[config.mk]
export PLATFORM = sky130hd
export DESIGN_NAME = uart_tx_mmio
export DESIGN_NICKNAME = d
export VERILOG_FILES = /design/src/rtl/uart_tx_mmio.sv
export SDC_FILE = /design/constraint.sdc
export NUM_CORES = 1
export LEC_CHECK = 0
export CORE_MARGIN = 1
export CORE_UTILIZATION = 45
export DETAILED_ROUTE_END_ITERATION = 10
export PLACE_DENSITY = 0.72
export RECOVER_POWER = 25
export SETUP_SLACK_MARGIN = 0.02
export SYNTH_ARGS = -nofsm -noshare
export SYNTH_HDL_FRONTEND = slang
export SYNTH_SLANG_ARGS = --single-unit
[constraint.sdc]
create_clock -name clk -period 8.64 [get_ports clk]
set_input_delay 1.728 -clock clk [delete_from_list [all_inputs] [get_ports clk]]
set_output_delay 1.728 -clock clk [all_outputs]
set_load 0.02 [all_outputs]
[src/rtl/uart_tx_mmio.sv]
// Memory-mapped 8N1 UART transmitter with a small TX FIFO, programmable
// baud divisor, sticky overflow flag and an "all sent" interrupt.
module uart_tx_mmio #(
  parameter int unsigned BAUD_DIV   = 434,
  parameter int unsigned FIFO_DEPTH = 8
) (
  input  logic        clk,
  input  logic        reset,
  input  logic        bus_sel,
  input  logic        bus_we,
  input  logic [3:0]  bus_addr,
  input  logic [31:0] bus_wdata,
  output logic [31:0] bus_rdata,
  output logic        tx,
  output logic        irq_empty
);
  localparam int unsigned AW = (FIFO_DEPTH > 1) ? $clog2(FIFO_DEPTH) : 1;
  localparam int unsigned CW = AW + 1;

  typedef enum logic [1:0] {
    S_IDLE,
    S_START,
    S_DATA,
    S_STOP
  } state_t;

  logic [7:0]    mem_q [FIFO_DEPTH];
  logic [AW-1:0] wr_ptr_q, wr_ptr_d;
  logic [AW-1:0] rd_ptr_q, rd_ptr_d;
  logic [CW-1:0] count_q, count_d;
  logic          ovf_q, ovf_d;
  logic [15:0]   baud_q, baud_d;
  logic [15:0]   div_q, div_d;
  logic [15:0]   cnt_q, cnt_d;
  logic [7:0]    shift_q, shift_d;
  logic [2:0]    bit_q, bit_d;
  logic          tx_q, tx_d;
  logic          irq_q, irq_d;
  logic [31:0]   rdata_q, rdata_d;
  state_t        state_q, state_d;

  logic        fifo_full, fifo_empty;
  logic        wr_txdata, wr_status, wr_baud, rd_any;
  logic        push, pop, bit_end;
  logic [15:0] div_sel;
  logic [31:0] count_ext;
  logic [3:0]  status_cnt;
  logic        unused_bits;

  assign fifo_full  = (count_q == CW'(FIFO_DEPTH));
  assign fifo_empty = (count_q == '0);
  assign wr_txdata  = bus_sel && bus_we && (bus_addr[3:2] == 2'd0);
  assign wr_status  = bus_sel && bus_we && (bus_addr[3:2] == 2'd1);
  assign wr_baud    = bus_sel && bus_we && (bus_addr[3:2] == 2'd2);
  assign rd_any     = bus_sel && !bus_we;
  assign bit_end    = (cnt_q == 16'd0);
  // A divisor below 2 would make the counter reload underflow; clamp it.
  assign div_sel    = (baud_q < 16'd2) ? 16'd2 : baud_q;
  assign count_ext  = 32'(count_q);
  assign status_cnt = (count_ext > 32'd15) ? 4'hF : count_ext[3:0];
  assign unused_bits = ^{bus_addr[1:0], bus_wdata[31:16]};

  // Serialiser: tx_d is the level for the next cycle, so tx is a clean flop.
  always_comb begin
    state_d = state_q;
    cnt_d   = cnt_q;
    div_d   = div_q;
    shift_d = shift_q;
    bit_d   = bit_q;
    tx_d    = tx_q;
    pop     = 1'b0;
    unique case (state_q)
      S_IDLE: begin
        tx_d = 1'b1;
        pop  = !fifo_empty;
      end
      S_START: begin
        if (bit_end) begin
          state_d = S_DATA;
          cnt_d   = div_q - 16'd1;
          tx_d    = shift_q[0];
          bit_d   = 3'd0;
        end else begin
          cnt_d = cnt_q - 16'd1;
        end
      end
      S_DATA: begin
        if (bit_end) begin
          cnt_d = div_q - 16'd1;
          if (bit_q == 3'd7) begin
            state_d = S_STOP;
            tx_d    = 1'b1;
          end else begin
            shift_d = {1'b0, shift_q[7:1]};
            tx_d    = shift_q[1];
            bit_d   = bit_q + 3'd1;
          end
        end else begin
          cnt_d = cnt_q - 16'd1;
        end
      end
      S_STOP: begin
        if (bit_end) begin
          state_d = S_IDLE;
          tx_d    = 1'b1;
          pop     = !fifo_empty;
        end else begin
          cnt_d = cnt_q - 16'd1;
        end
      end
      default: begin
        state_d = S_IDLE;
        tx_d    = 1'b1;
      end
    endcase
    if (pop) begin
      shift_d = mem_q[rd_ptr_q];
      div_d   = div_sel;
      cnt_d   = div_sel - 16'd1;
      state_d = S_START;
      tx_d    = 1'b0;
    end
  end

  // FIFO bookkeeping and register file.
  always_comb begin
    push     = wr_txdata && (!fifo_full || pop);
    wr_ptr_d = push ? wr_ptr_q + AW'(1) : wr_ptr_q;
    rd_ptr_d = pop ? rd_ptr_q + AW'(1) : rd_ptr_q;
    case ({push, pop})
      2'b10:   count_d = count_q + CW'(1);
      2'b01:   count_d = count_q - CW'(1);
      default: count_d = count_q;
    endcase

    ovf_d = ovf_q;
    if (wr_txdata && !push) begin
      ovf_d = 1'b1;
    end else if (wr_status && bus_wdata[3]) begin
      ovf_d = 1'b0;
    end

    baud_d = wr_baud ? bus_wdata[15:0] : baud_q;

    rdata_d = 32'd0;
    if (rd_any) begin
      case (bus_addr[3:2])
        2'd1:    rdata_d = {24'd0, status_cnt, ovf_q, (state_q != S_IDLE), fifo_empty, fifo_full};
        2'd2:    rdata_d = {16'd0, baud_q};
        default: rdata_d = 32'd0;
      endcase
    end

    irq_d = (state_d == S_IDLE) && (count_d == '0);
  end

  always_ff @(posedge clk) begin
    if (push) begin
      mem_q[wr_ptr_q] <= bus_wdata[7:0];
    end
  end

  always_ff @(posedge clk) begin
    if (reset) begin
      state_q  <= S_IDLE;
      wr_ptr_q <= '0;
      rd_ptr_q <= '0;
      count_q  <= '0;
      ovf_q    <= 1'b0;
      baud_q   <= 16'(BAUD_DIV);
      div_q    <= 16'd0;
      cnt_q    <= 16'd0;
      shift_q  <= 8'd0;
      bit_q    <= 3'd0;
      tx_q     <= 1'b1;
      irq_q    <= 1'b1;
      rdata_q  <= 32'd0;
    end else begin
      state_q  <= state_d;
      wr_ptr_q <= wr_ptr_d;
      rd_ptr_q <= rd_ptr_d;
      count_q  <= count_d;
      ovf_q    <= ovf_d;
      baud_q   <= baud_d;
      div_q    <= div_d;
      cnt_q    <= cnt_d;
      shift_q  <= shift_d;
      bit_q    <= bit_d;
      tx_q     <= tx_d;
      irq_q    <= irq_d;
      rdata_q  <= rdata_d;
    end
  end

  assign tx        = tx_q;
  assign irq_empty = irq_q;
  assign bus_rdata = rdata_q;

endmodule

=== Word level (Yosys, flattened, before mapping) ===
Memory sizes are Yosys's and may differ from the RTL's. A register that Yosys moved wholly into a read port is not among the register bits.
Cells that the tools add are included.

* Bits in registers: 106
* Bits in writable memories: 64
* Input bits: 40
* Output and inout bits: 34
* Logic and storage cells: 110
* Memories: 1

* $add $sub $neg: 8
* $lt $le $gt $ge: 2
* Equality and inequality tests: 17
* Multiplexer cells: 36
* Bitwise gates (word level): 1
* Reduce and logical (&&, ||, !) cells: 32

{| class="wikitable"
|+ Memory list
! memory !! words !! width !! rd ports !! clocked after memory_dff !! write ports !! line !! RTL
|-
| mem_q || 8 || 8 || 1 || 1 || 1 || 27 || <nowiki>logic [7:0] mem_q [FIFO_DEPTH];</nowiki>
|}

{| class="wikitable"
|+ Operator list
! kind !! count
|-
| 16-bit 2-to-1 mux || 4
|-
| 16-bit one-hot mux with 2 select lines || 2
|-
| 16-bit by 1-bit subtractor with 16-bit output, second input constant || 3
|-
| 8-bit 2-to-1 mux || 4
|-
| 16-bit logical NOT || 1
|-
| 16-bit by 2-bit < comparator with 1-bit output, second input constant || 1
|-
| 3-bit 2-to-1 mux || 5
|-
| 3-bit != test, second input constant || 4
|-
| 1-bit 2-to-1 mux || 10
|-
| 2-bit 2-to-1 mux || 5
|-
| 2-bit nonzero test || 5
|-
| 3-bit by 1-bit adder with 3-bit output, second input constant || 3
|-
| 1-bit logical AND || 9
|-
| 2-bit equality test, second input constant || 4
|-
| 4-bit logical NOT || 2
|-
| 2-bit != test, second input constant || 4
|-
| 4-bit one-hot mux with 2 select lines || 1
|-
| 2-bit by 1-bit equality test with 1-bit output, second input constant || 3
|-
| 2-bit logical NOT || 3
|-
| 2-bit one-hot mux with 3 select lines || 1
|-
| 3-bit one-hot mux with 2 select lines || 1
|-
| 3-bit AND reduction || 2
|-
| 4-bit by 1-bit adder with 4-bit output, second input constant || 1
|-
| 4-bit equality test, second input constant || 1
|-
| other kinds (13) || 17
|}

=== Logic depth before layout (Yosys ltp) ===
Gate-level depths: netlist of run 1.

* Depth in word-level cells: 10
* Mapped depth: 14

=== Worst setup path after synthesis of run 1 ===
OpenSTA, ideal clock, no wires.

* Path type: input to register
* Start: input bus_addr[2]
* End: memory mem_q[0][0], enable pin
* Setup time: 0.395 ns
* Data arrival time: 3.323 ns
* Data required time: 8.245 ns
* Path slack: 4.923 ns
* Stages on the path: 6
* Cell sequence: inv_1 ha_1 and3_1 clkbuf_1 o21ai_0 nor4_1

* Word-level cells in the longest chain between the ends: 5

{| class="wikitable"
|+ Ends and longest elaborated chain
! what !! line !! RTL
|-
| start, declared || 11 || <nowiki>input logic [3:0] bus_addr,</nowiki>
|-
| 2-bit logical NOT || 52 || <nowiki>assign wr_txdata = bus_sel && bus_we && (bus_addr[3:2] == 2'd0);</nowiki>
|-
| 1-bit logical AND || 52 ||
|-
| 1-bit logical AND || 127 || <nowiki>push = wr_txdata && (!fifo_full || pop);</nowiki>
|-
| 1-bit 2-to-1 mux || 158 || <nowiki>if (push) begin</nowiki>
|-
| 1-bit 2-to-1 mux (implied by the code) || 159 || <nowiki>mem_q[wr_ptr_q] <= bus_wdata[7:0];</nowiki>
|-
| end, declared || 27 ||
|}

Every way passes these cells.

=== Worst setup path in the final report of run 1 ===
* Start: input bus_addr[2]
* End: memory mem_q[2][4], enable pin

Same word-level chain as after synthesis.

==> flow_summary.json, run 1 <==
{
  "antenna_found_initial": 0,
  "placed_area_sq_um": 7760,
  "port_buffers": 39,
  "synthSimpleGateAreaFrac_pct": 17.7,
  "placed_cells": 922,
  "synth_compound_area_share_pct": 12.5,
  "layout-drive-gt1-share_pct": 9.08,
  "setup_viol": 0,
  "drt_iter0_drc": 403,
  "tns_ns": 0,
  "cts_tree": "built",
  "status": "completed",
  "min_path_cells": 2,
  "avgSynthCellArea_sq_um": 10.3,
  "initial_utilization_pct": 46.0,
  "synth-seq-area-share_pct": 51.8,
  "post_drt_wl_per_cell_microns": 16.9,
  "tightest_slew_ns": 1.31,
  "drtPass1Iterations": 5,
  "pre_cts_slack_ns": 4.09,
  "vias_per_cell": 5.64,
  "yosys_register_bits": 157,
  "syn_area_sq_um": 7300,
  "drv_cap": 0,
  "grt_max_degree": 80,
  "peakVddDrop_mv": 0.243,
  "crit_type": "in2reg",
  "drc": 0,
  "grt_pass1_vias": 5248,
  "vias": 5380,
  "timing.hold.ws_ns": 0.483,
  "fin_crit_ns": 4.14,
  "layout.cells.non_filler": 954,
  "dpl.hpwl_mm": 10.9,
  "worst_ep_required_time_ns": 8.68,
  "fin_area_sq_um": 8300,
  "finalMaxSlewViolations": 0,
  "ctsResizeCount": 0,
  "totalPowerFinal_mw": 2.39,
  "endpoint_kind": "register",
  "async_flop_share_pct": 0,
  "overflow": 0,
  "hold_class": "reg2reg",
  "final_util_pct": 52.2,
  "timing.final.crit_share_pct": 48.0,
  "clock_latency_ns": 0.43,
  "yosysWarnings": 0,
  "cts_buffer_depth": 2,
  "cts_max_level": 4,
  "p_per_area_nw_per_um2": 289,
  "r2r_slack_ns": 4.87,
  "clock.fmax_mhz": 241,
  "synth_ff_type": "dfxtp_1",
  "synth-edff-count": 64,
  "synthDistinctLibCells": 58,
  "cts_made_buffers": 17,
  "ff2ff_path_depth": 8,
  "synth_top_family_by_area": "simple AND/OR/NAND/NOR gates",
  "grt_usage_pct": 20.9,
  "worstPathArrival_ns": 4.19,
  "p_leak_nw": 2.85,
  "gp_congestion": 0.817,
  "synth-adder-area-share_pct": 2.91,
  "mostFrequentLayoutCell": "nand2_1",
  "skew_ns": 0.00619,
  "synth_xor_area_share_pct": 3.84,
  "chipHeight_microns": 129,
  "die_w_microns": 129,
  "die_area_sq_um": 16700,
  "slew_headroom_pct": 12.2,
  "postCtsSetupRepairBufs": 0,
  "area_growth_pct": 13.7,
  "grt_pass1_wl_mm": 26.5,
  "wirelength_mm": 16.1,
  "final_nets": 782,
  "ios": 74,
  "setup_slack_ns": 4.50,
  "synthMuxAreaShare_pct": 6.48,
  "cts_root_buf": "clkbuf_16",
  "detail-route-antenna-nets": 0,
  "synthCells": 706,
  "final-hold-violation-count": 0,
  "diodes": 0,
  "grt_setup_unrepaired": "no",
  "clkTransAtPathRegs_ns": 0.06,
  "core-area_sq_um": 15900,
  "crit_path_start_kind": "input port",
  "hold_buffers": 0,
  "path_max_fanout": 8,
  "floorplan.rows": 46,
  "clock-sinks": 157,
  "mostFrequentLayoutCells": "nand2_1 (97), dfxtp_1 (93), edfxtp_1 (64)"
}
-- flip-flops by register name, indices dropped and copies added (netlist names), named ones only --
register   count
baud_q        16
bit_q          3
bus_rdata     16
cnt_q         16
count_q        4
div_q         16
irq_empty      1
mem_q         64
ovf_q          1
rd_ptr_q       3
shift_q        8
state_q        2
tx             1
wr_ptr_q       3
-- final timing paths --
path / startpoint / endpoint
max: bus_addr[2] / mem_q[2][4]$_DFFE_PP_
min: div_q[15]$_SDFFE_PP0N_ / div_q[15]$_SDFFE_PP0N_
max reg2reg: cnt_q[0]$_SDFFE_PP0P_ / mem_q[4][6]$_DFFE_PP_
min reg2reg: div_q[15]$_SDFFE_PP0N_ / div_q[15]$_SDFFE_PP0N_
-- layer usage --
layer / up-vias / track usage [%] / wire (microns)
met5: - / 0 / 0
met4: 0 / 9.41 / 310
met3: 26 / 4.46 / 1080
met2: 200 / 33.1 / 7670
met1: 2585 / 27.6 / 7020
li1: 2569 / - / -
-- report_power, final --
part           switching [mW]  total, mW  leakage (nW)  internal [mW]
sequential             0.0934      0.930          1.33          0.836
combinational           0.473      0.785          1.25          0.312
clock                   0.307      0.679         0.260          0.372
total                   0.874       2.39          2.85           1.52
-- synth_stat cells, drive strengths merged (4+ instances only) --
cell type / count / area (sq um)
mux4: 16 / 360
inv: 11 / 41.3
or4: 6 / 48.8
edfxtp: 64 / 1920
a21oi: 47 / 235
nor3: 21 / 105
xnor2: 17 / 149
ha: 17 / 213
and3: 7 / 43.8
o21ai: 20 / 100
buf: 24 / 166
xor2: 15 / 131
clkbuf: 36 / 135
or2: 4 / 25.0
a22oi: 10 / 75.1
dfxtp: 93 / 1860
a211oi: 27 / 203
nor2: 57 / 214
nand2: 97 / 364
and2: 8 / 50.1
a32oi: 8 / 70.1
nand3: 7 / 35.0
nor4: 10 / 98.8
o31ai: 5 / 37.5
nand4: 5 / 37.5
or3: 6 / 37.5
nor2b: 9 / 56.3
mux2i: 9 / 90.1
nand2b: 6 / 37.5
nand3b: 7 / 52.6
-- worst max-delay path: stages --
cell	delay, ns
clkdlybuf4s50_1	0.42
inv_1	0.09
ha_1	0.17
and3_1	0.29
o21ai_0	0.35
nor3_1	1.13
-- kinds of logic (layout without fill, tap and decap cells) --
logic type,after synthesis,count (layout)
compound gates,141,141
xor+xnor,32,32
fa+ha+maj,17,17
buf+inv,71,88
flops,157,157
mux,27,27
other cells,1,16
simple gates,260,260
-- final cells by class --
class                   instances  area (sq um)
clock buffers                  18           429
clock inverters                14           110
fillers                      1413          7590
inverters                      11          41.3
multi-input cells             493          3230
flip-flops and latches        157          3780
well taps                     216           270
repair buffers                 45           430
Note: power is estimated with default switching activity, not from simulation.
==> run 2: changes to the inputs <==
--- a/config.mk
+++ b/config.mk
@@ -8,7 +8,7 @@
 export CORE_MARGIN = 1
 export CORE_UTILIZATION = 45
 export DETAILED_ROUTE_END_ITERATION = 10
-export PLACE_DENSITY = 0.72
+export PLACE_DENSITY = 0.74
 export RECOVER_POWER = 25
 export SETUP_SLACK_MARGIN = 0.02
 export SYNTH_ARGS = -nofsm -noshare
==> constraint.sdc (replaced) <==
create_clock -name clk -period 3.5 [get_ports clk]
set_input_delay 0.7 -clock clk [delete_from_list [all_inputs] [get_ports clk]]
set_output_delay 0.7 -clock clk [all_outputs]
set_load 0.02 [all_outputs]
==> run 2 against run 1 <==
Effect of this change:
- critical path depth grew 7
- global-route usage shrank 0.29 points
- final cell count rose by 1.7%
- highest routed layer unchanged
- largest power group unchanged
==> flow_summary.json, run 2 (synthesis results as in run 1) <==
{
  "port_buffers": 39,
  "cts_root_buf": "clkbuf_16",
  "cts_tree": "built",
  "met2WireLength_mm": 7.48,
  "overflow": 0,
  "routedLengthMet1_mm": 7.50,
  "setup_viol": 0,
  "timing.hold.ws_ns": 0.475,
  "maxUsedRoutingLayer": "met4",
  "totalPowerFinal_mw": 6.01,
  "p_int_mw": 3.87,
  "grt_usage_pct": 20.6,
  "timing.final.crit_share_pct": 85.6,
  "switching_share_pct": 35.7,
  "worst_ep_required_time_ns": 3.83,
  "die_area_sq_um": 16700,
  "grt_pass1_wl_mm": 26.1,
  "mostFrequentLayoutCell": "nand2_1",
  "final_util_pct": 53.1,
  "ff2ff_path_depth": 13,
  "rr_endpoint": "irq_empty$_SDFF_PP1_",
  "grt_pass1_vias": 5008,
  "clock_latency_ns": 0.44,
  "floorplan.rows": 46,
  "layout-drive-gt1-share_pct": 11.0,
  "dpl.hpwl_mm": 10.9,
  "chipHeight_microns": 129,
  "tightest_slew_ns": 0.753,
  "detail-route-antenna-nets": 0,
  "p_leak_nw": 2.94,
  "antenna_found_initial": 0,
  "final-hold-violation-count": 0,
  "rr_startpoint": "cnt_q[0]$_SDFFE_PP0P_",
  "tns_ns": 0,
  "r2r_slack_ns": 0.51,
  "initial_utilization_pct": 46.0,
  "hold_buffers": 0,
  "endpoint_kind": "register",
  "drtPass1Iterations": 6,
  "wl_met3_microns": 865,
  "mostFrequentLayoutCells": "nand2_1 (97), dfxtp_1 (93), edfxtp_1 (64)",
  "drc": 0,
  "p_per_area_nw_per_um2": 712,
  "path_max_fanout": 5,
  "post_drt_wl_per_cell_microns": 16.6,
  "final_nets": 798,
  "ctsResizeCount": 0,
  "die_w_microns": 129,
  "gp_congestion": 0.833,
  "holdCritStartpoint": "div_q[15]$_SDFFE_PP0N_",
  "fin_crit_ns": 2.99,
  "crit_type": "reg2reg",
  "drv_cap": 0,
  "vias_per_cell": 5.51,
  "worstPathArrival_ns": 3.32,
  "seqPwrFrac_pct": 37.9,
  "wirelength_mm": 16.1,
  "drt_iter0_drc": 462,
  "cts_made_buffers": 17,
  "clock-sinks": 157,
  "power.share.clock_pct": 29.4,
  "skew_ns": 0.00793,
  "grt_max_degree": 40,
  "ios": 74,
  "clock.fmax_mhz": 334,
  "largest_reg_flops": 64,
  "hold_class": "reg2reg",
  "crit_path_start_kind": "register",
  "slew_headroom_pct": 49.8,
  "core-area_sq_um": 15900,
  "status": "completed",
  "postCtsSetupRepairBufs": 0,
  "placed_area_sq_um": 7880,
  "vias": 5341,
  "peakVddDrop_mv": 0.461,
  "grt_setup_unrepaired": "no",
  "pwr-share-comb_pct": 32.7,
  "finalMaxSlewViolations": 0,
  "holdPathEnd": "div_q[15]$_SDFFE_PP0N_",
  "area_growth_pct": 15.6,
  "min_path_cells": 2,
  "diodes": 0,
  "fin_area_sq_um": 8440,
  "p_sw_mw": 2.14,
  "cts_max_level": 4,
  "cts_buffer_depth": 2,
  "top_register": "mem_q",
  "clkTransAtPathRegs_ns": 0.06
}
[run 2: cell types whose count changed in the layout (fill, tap and decap cells not counted), sizes merged]
cell      previous run  this run
bufinv               0         1
clkinv               5         3
buf                  7        23
clkinvlp             3         4
[run 2: power groups by stage]
stage	Combinational, mW	Sequential (mW)	Clock [mW]
finish	1.97	2.28	1.77
global route	2.19	2.30	1.86
CTS	1.96	2.27	1.79
detailed placement	1.94	2.31	0
global placement	1.92	2.31	0
floorplan	1.55	2.23	0
[run 2: worst max-delay path, cell delays in order (launching register included)]
cell     delay (ns)
dfxtp_1        0.35
inv_1          0.09
ha_1           0.15
nor4b_1        0.39
nand4_1        0.34
a21o_1         0.33
nor2_2         0.16
nand2_1        0.09
xnor2_1        0.13
ha_1           0.20
nor3_1         0.19
a32oi_1        0.09
xor2_1         0.18
a41o_1         0.19
[run 2: per-stage QoR]
stage	setup slack, ns	instances
3_5_place_dp	0.592	938
5_1_grt	0.276	970
3_3_place_gp	0.635	938
2_1_floorplan	0.613	721
6_report	0.505	970
4_1_cts	0.571	970
[run 2: metal layers]
metal  track usage (%)  vias to the layer above
met1              28.1                     2543
li1                  -                     2606
met2              32.4                      166
met3              4.79                       26
met5                 0                        -
met4              6.71                        0
[run 2: area by class of cell]
type                            instances  area (sq um)
Clock inverter                         14           134
Inverter                               11          41.3
Timing Repair Buffer                   61           551
Sequential cell                       157          3780
Multi-Input combinational cell        493          3230
Fill cell                            1425          7440
Tap cell                              216           270
Clock buffer                           18           429
[run 2: worst max-delay path by stage]
stage / startpoint / to / slack, ns / cells after the start
6_report: cnt_q[0]$_SDFFE_PP0P_ / irq_empty$_SDFF_PP1_ / 0.51 / 13
2_1_floorplan: state_q[0]$_SDFF_PP0_ / irq_empty$_SDFF_PP1_ / 0.61 / 14
5_1_grt: cnt_q[0]$_SDFFE_PP0P_ / irq_empty$_SDFF_PP1_ / 0.28 / 13
3_3_place_gp: cnt_q[0]$_SDFFE_PP0P_ / irq_empty$_SDFF_PP1_ / 0.63 / 13
4_1_cts: cnt_q[0]$_SDFFE_PP0P_ / irq_empty$_SDFF_PP1_ / 0.57 / 13
3_5_place_dp: bus_addr[2] / mem_q[3][6]$_DFFE_PP_ / 0.59 / 7
